[src/rtl/read_data.sv]
// ============================================================================
//  Module   : read_data
//  Purpose  : AXI R-channel crossbar, 3 slaves -> 2 masters, burst-locked
//             arbitration with combinational beat forwarding.
//             Define R_RR_ARB_EN for round-robin; default is S0 > S1 > S2.
//  Revision : 1.0 - initial release
// ============================================================================
`default_nettype none

module read_data (
    input  logic        clk,
    input  logic        rst,

    input  logic [7:0]  RID_S0,
    input  logic [31:0] RDATA_S0,
    input  logic [1:0]  RRESP_S0,
    input  logic        RLAST_S0,
    input  logic        RVALID_S0,
    output logic        RREADY_S0,

    input  logic [7:0]  RID_S1,
    input  logic [31:0] RDATA_S1,
    input  logic [1:0]  RRESP_S1,
    input  logic        RLAST_S1,
    input  logic        RVALID_S1,
    output logic        RREADY_S1,

    input  logic [7:0]  RID_S2,
    input  logic [31:0] RDATA_S2,
    input  logic [1:0]  RRESP_S2,
    input  logic        RLAST_S2,
    input  logic        RVALID_S2,
    output logic        RREADY_S2,

    output logic [3:0]  RID_M0,
    output logic [31:0] RDATA_M0,
    output logic [1:0]  RRESP_M0,
    output logic        RLAST_M0,
    output logic        RVALID_M0,
    input  logic        RREADY_M0,

    output logic [3:0]  RID_M1,
    output logic [31:0] RDATA_M1,
    output logic [1:0]  RRESP_M1,
    output logic        RLAST_M1,
    output logic        RVALID_M1,
    input  logic        RREADY_M1
);

    typedef enum logic [0:0] {
        ST_IDLE = 1'b0,
        ST_BUSY = 1'b1
    } state_t;

    state_t      r_state;
    logic [1:0]  r_lock;

    logic [2:0]  w_rvalid;
    logic [1:0]  w_sel;
    logic        w_gnt;
    logic [7:0]  w_s_id;
    logic [31:0] w_s_data;
    logic [1:0]  w_s_resp;
    logic        w_s_last;
    logic        w_s_vraw;
    logic        w_s_valid;
    logic        w_to_m0;
    logic        w_to_m1;
    logic        w_rdy;
    logic        w_hs;
    logic        w_m0_act;
    logic        w_m1_act;

    assign w_rvalid = {RVALID_S2, RVALID_S1, RVALID_S0};

`ifdef R_RR_ARB_EN
    logic [1:0]  r_ptr;
    logic [1:0]  w_idx;

    function automatic logic [1:0] f_next(input logic [1:0] i_idx);
        return (i_idx == 2'd2) ? 2'd0 : i_idx + 2'd1;
    endfunction
`endif

    // Grant: locked slave while BUSY, otherwise search the requesters.
    // Gated by rst so all outputs fall to zero the moment reset asserts.
    always_comb begin
        w_sel = 2'd0;
        w_gnt = 1'b0;
`ifdef R_RR_ARB_EN
        w_idx = f_next(r_ptr);
`endif
        if (!rst) begin
            w_gnt = 1'b0;
        end else if (r_state == ST_BUSY) begin
            w_sel = r_lock;
            w_gnt = 1'b1;
        end else begin
`ifdef R_RR_ARB_EN
            for (int k = 0; k < 3; k++) begin
                if (!w_gnt && w_rvalid[w_idx]) begin
                    w_sel = w_idx;
                    w_gnt = 1'b1;
                end
                w_idx = f_next(w_idx);
            end
`else
            if (w_rvalid[0]) begin
                w_sel = 2'd0;
                w_gnt = 1'b1;
            end else if (w_rvalid[1]) begin
                w_sel = 2'd1;
                w_gnt = 1'b1;
            end else if (w_rvalid[2]) begin
                w_sel = 2'd2;
                w_gnt = 1'b1;
            end
`endif
        end
    end

    always_comb begin
        w_s_id   = RID_S2;
        w_s_data = RDATA_S2;
        w_s_resp = RRESP_S2;
        w_s_last = RLAST_S2;
        w_s_vraw = RVALID_S2;
        case (w_sel)
            2'd0: begin
                w_s_id   = RID_S0;
                w_s_data = RDATA_S0;
                w_s_resp = RRESP_S0;
                w_s_last = RLAST_S0;
                w_s_vraw = RVALID_S0;
            end
            2'd1: begin
                w_s_id   = RID_S1;
                w_s_data = RDATA_S1;
                w_s_resp = RRESP_S1;
                w_s_last = RLAST_S1;
                w_s_vraw = RVALID_S1;
            end
            default: ;
        endcase
    end

    assign w_s_valid = w_gnt & w_s_vraw;
    assign w_to_m0   = (w_s_id[7:4] == 4'd0);
    assign w_to_m1   = (w_s_id[7:4] == 4'd1);
    // Beats addressed to no existing master are sunk unconditionally.
    assign w_rdy     = w_to_m0 ? RREADY_M0 : (w_to_m1 ? RREADY_M1 : 1'b1);
    assign w_hs      = w_s_valid & w_rdy;
    assign w_m0_act  = w_s_valid & w_to_m0;
    assign w_m1_act  = w_s_valid & w_to_m1;

    assign RREADY_S0 = w_gnt && (w_sel == 2'd0) && w_rdy;
    assign RREADY_S1 = w_gnt && (w_sel == 2'd1) && w_rdy;
    assign RREADY_S2 = w_gnt && (w_sel == 2'd2) && w_rdy;

    assign RVALID_M0 = w_m0_act;
    assign RID_M0    = w_m0_act ? w_s_id[3:0] : 4'd0;
    assign RDATA_M0  = w_m0_act ? w_s_data    : 32'd0;
    assign RRESP_M0  = w_m0_act ? w_s_resp    : 2'd0;
    assign RLAST_M0  = w_m0_act & w_s_last;

    assign RVALID_M1 = w_m1_act;
    assign RID_M1    = w_m1_act ? w_s_id[3:0] : 4'd0;
    assign RDATA_M1  = w_m1_act ? w_s_data    : 32'd0;
    assign RRESP_M1  = w_m1_act ? w_s_resp    : 2'd0;
    assign RLAST_M1  = w_m1_act & w_s_last;

    always_ff @(posedge clk or negedge rst) begin
        if (!rst) begin
            r_state <= ST_IDLE;
            r_lock  <= 2'd0;
`ifdef R_RR_ARB_EN
            r_ptr   <= 2'd2;
`endif
        end else begin
            case (r_state)
                ST_IDLE: begin
                    if (w_s_valid && !(w_hs && w_s_last)) begin
                        r_state <= ST_BUSY;
                        r_lock  <= w_sel;
                    end
                end
                ST_BUSY: begin
                    if (w_hs && w_s_last) begin
                        r_state <= ST_IDLE;
                    end
                end
                default: r_state <= ST_IDLE;
            endcase
`ifdef R_RR_ARB_EN
            if (w_hs && w_s_last) begin
                r_ptr <= w_sel;
            end
`endif
        end
    end

endmodule

`default_nettype wire
[config.mk]
export PLATFORM = sky130hd
export DESIGN_NAME = read_data
export DESIGN_NICKNAME = d
export VERILOG_FILES = /design/src/rtl/read_data.sv
export SDC_FILE = /design/constraint.sdc
export NUM_CORES = 1
export LEC_CHECK = 0
export ABC_CLOCK_PERIOD_IN_PS = 5310
export CORE_AREA = 2 2 85 87
export DETAILED_ROUTE_END_ITERATION = 16
export DIE_AREA = 0 0 87 89
export PLACE_DENSITY = 0.77
export SLEW_MARGIN = 20
export SYNTH_ARGS = -nofsm -noshare
export SYNTH_HDL_FRONTEND = slang
export SYNTH_SLANG_ARGS = --single-unit
[constraint.sdc]
create_clock -name clk -period 5.31 [get_ports clk]
set_input_delay 1.593 -clock clk [delete_from_list [all_inputs] [get_ports clk]]
set_output_delay 1.593 -clock clk [all_outputs]
set_load 0.005 [all_outputs]
==> flow_summary.ini <==
[clocking]
clk_pin_slew_worst_paths_ns = 0.03
cts_htree_levels = 1
clk-insertion-delay-late_ns = 0.22
cts_inserted_buffers = 3
clock_path_buffers = 2
cts_num_sinks = 3
clock_tree_from_tritoncts = done
cts_root_buffer = clkbuf_8

[global_routing]
grtUsageMet2_pct = 43.7
antenna_found_initial = 0
met3_usage_pct = 4.16
grt.total_usage_pct = 23.5
wire_length_of_the_first_global_routing_pass_um = 14300
overflow = 0
top_usage_layer = met2
grt_max_degree = 23
first_global_vias = 2952
met1_usage_pct = 26.7

[worst_hold_path]
timing.hold.worst.start = r_lock[1]
min_path_cells = 2
hold_path.class = reg2reg
holdPathEnd = r_lock[1]

[timing]
max_slew.worst_pin.slew_ns = 0.628
timing.final.max_slew_violations = 0
crit_share_post_route_pct = 98.3
final_period_minus_worst_setup_slack_ns = 5.22
fin_worst_skew_ns = 0.000388
worst_slew_margin_rel_pct = 57.7
finalSetupViolCount = 0
finalHoldWorstSlack_ns = 0.648
fin_tns_setup_ns = 0
rsz_0062_raised_after_global_routing = true
max_freq_mhz = 192
report.final.hold_viol_count = 0

[pwr]
power_density_nw_per_um2 = 242
power_leakage_uw = 0.00188
peak_ir_drop_on_the_vdd_network_mv = 0.124
switching_share_pct = 45.2
part_of_the_total_power_dissipated_in_sequential_elements_pct = 6.9
p_clk_share_pct = 7.1
power_switching_uw = 448
power_report.internal_total_uw = 544
pwr-share-comb_pct = 86.0

[placed_design]
place_hpwl_um = 7510
dpl_cell_area_um2 = 3980
place.gp.congestion = 0.873
placement.io_buffers = 218

[cells_and_area]
drive_gt1_share_pct = 31.1
antenna-diode-count = 0
mostFrequentLayoutCell = clkdlybuf4s50_1
final_cell_mix = clkdlybuf4s50_1 (128), nor2_1 (73), buf_4 (45)
fin_area_um2 = 4100
area_growth_syn_to_layout_pct = 186
design.final.nets = 642

[critical_path]
r2r.worst_path.cells = 9
worst-setup-path-type = in2out
setup.worst_path.start_class = input port
ff2ff_setup_slack_ns = 2.57
cp.arrival_ns = 3.63
cp_required_ns = 3.72
crit_path_max_fanout = 6
r2r_end = r_lock[0]
critPathCaptureType = output port
r2r-start = r_state

[floorplan]
die_height_um = 89
chipWidth_um = 87
dieArea_um2 = 7740
std_cell_rows = 30
coreArea_um2 = 6720
pin_count = 219
start_util_pct = 21.4

[routing]
drt_first_iter_violations = 50
detail_route.vias_per_cell = 4.99
detailroute.via_count = 2917
drt.antenna.violating_nets = 0
routed_wire_length_per_instance_um = 16.9
drcViolationCount = 0
firstDrtPassIters = 4
drt_wl_total_um = 9900

[run_status]
outcome = complete, no violations

[run]
maxCapViolations = 0

[synthesis]
syn_area_um2 = 1440
synthesis.yosys.warnings = 0
synthesis.nets = 380
post_synth_num_cell_types = 39
synth_seq_area_share_pct = 5.23
ys_ff_latch = 3
post_synth.cell_area_avg_um2 = 5.88
post_synth_inst_count = 244
## critical path, cell delays in order
cell             delay [ns]
clkdlybuf4s15_1        0.18
nor3_2                 0.21
or3b_4                 0.41
a311oi_4               0.28
and2b_2                0.25
nand2_4                0.08
buf_12                 0.14
buf_12                 0.13
nor2_2                 0.10
dlygate4sd2_1          0.24
## final cells by class
cell class / count / area (um^2)
repair buffers: 279 / 2510
well taps: 80 / 100
multi-input cells: 213 / 1350
clock buffers: 4 / 45.0
inverters: 6 / 22.5
flip-flops and latches: 3 / 75.1
fillers: 633 / 2620
## through the flow
| step | std cells | power [uW] | util (%) | setup WS [ns] |
|---|---|---|---|---|
| after floorplan | 244 | 435 | - | 0.378 |
| after global placement | 559 | 851 | 59.2 | -0.502 |
| after detailed placement | 559 | 865 | 59.2 | -0.503 |
| after global routing | 585 | 1070 | 61.0 | -0.0197 |
| final | 585 | 992 | 61.0 | 0.0887 |
| after CTS | 582 | 980 | 62.5 | 0.000443 |
## power groups by stage
stage	sequential (uW)	combinational [uW]	clock, uW
3_5_place_dp	65.4	799	0
2_1_floorplan	46.5	388	0
6_report	68.6	853	70.8
4_1_cts	66.9	841	72.0
3_3_place_gp	64.9	786	0
5_1_grt	71.7	926	72.7
## cells in the mapped netlist (all sizes together)
master	number	area [um^2]
and2	3	18.8
nand4	2	12.5
a21boi	1	7.51
nand2	4	15.0
o311a	1	10.0
buf	6	55.1
o21a	4	30.0
and3	1	6.26
o21bai	1	7.51
nor4b	1	8.76
or3b	1	11.3
a211o	2	17.5
nor3	6	30.0
clkbuf	16	60.1
nor2b	1	6.26
a21bo	2	20.0
o22ai	1	6.26
a311oi	1	26.3
dfrtp	3	75.1
or3	1	6.26
a31oi	1	6.26
and4bb	1	12.5
o21ai	43	215
nor4	1	6.26
a221oi	2	17.5
and4	1	8.76
and2b	1	7.51
a21oi	2	10.0
o31a	1	8.76
a41oi	1	8.76
nand3	4	20.0
a2bb2oi	1	8.76
nor2	81	304
o22a	39	342
inv	6	22.5
or2	1	6.26
## logic make-up after synthesis
| kind of cell | synth area share (%) |
|---|---|
| buffers and inverters | 9.59 |
| and+or+nand+nor | 33.5 |
| DFF | 5.23 |
| AOI/OAI and AO/OA | 51.7 |
## routing by layer
metal / part of all wire [%] / wire (um)
met1: 38 / 3750
met2: 51 / 5090
met3: 8.0 / 794
met4: 2.7 / 265
met5: 0 / 0
## sequential cells by signal, indices dropped and copies added (netlist names)
| signal | cells |
|---|---|
| r_lock | 2 |
| r_state | 1 |
## repair_timing
action,4_1_cts,5_1_grt
setup buffers,14,3
cloned,5,0
endpoints found under the setup margin,83,79
hold buffers,0,0
pin swaps,8,9
gates resized for setup,186,102
endpoints found under the hold margin,0,0
## worst max path at each step
stage / start / end / slack, ns / cells past startpoint
4_1_cts: rst / RVALID_M0 / 0.0004 / 9
5_1_grt: RID_S0[7] / RDATA_M1[18] / -0.02 / 10
3_5_place_dp: RVALID_S0 / RID_M0[2] / -0.50 / 9
3_3_place_gp: rst / RID_M0[2] / -0.50 / 9
6_report: RID_S0[7] / RDATA_M1[18] / 0.09 / 10
2_1_floorplan: rst / RDATA_M1[23] / 0.38 / 9
(Power assumes the default switching activity.)
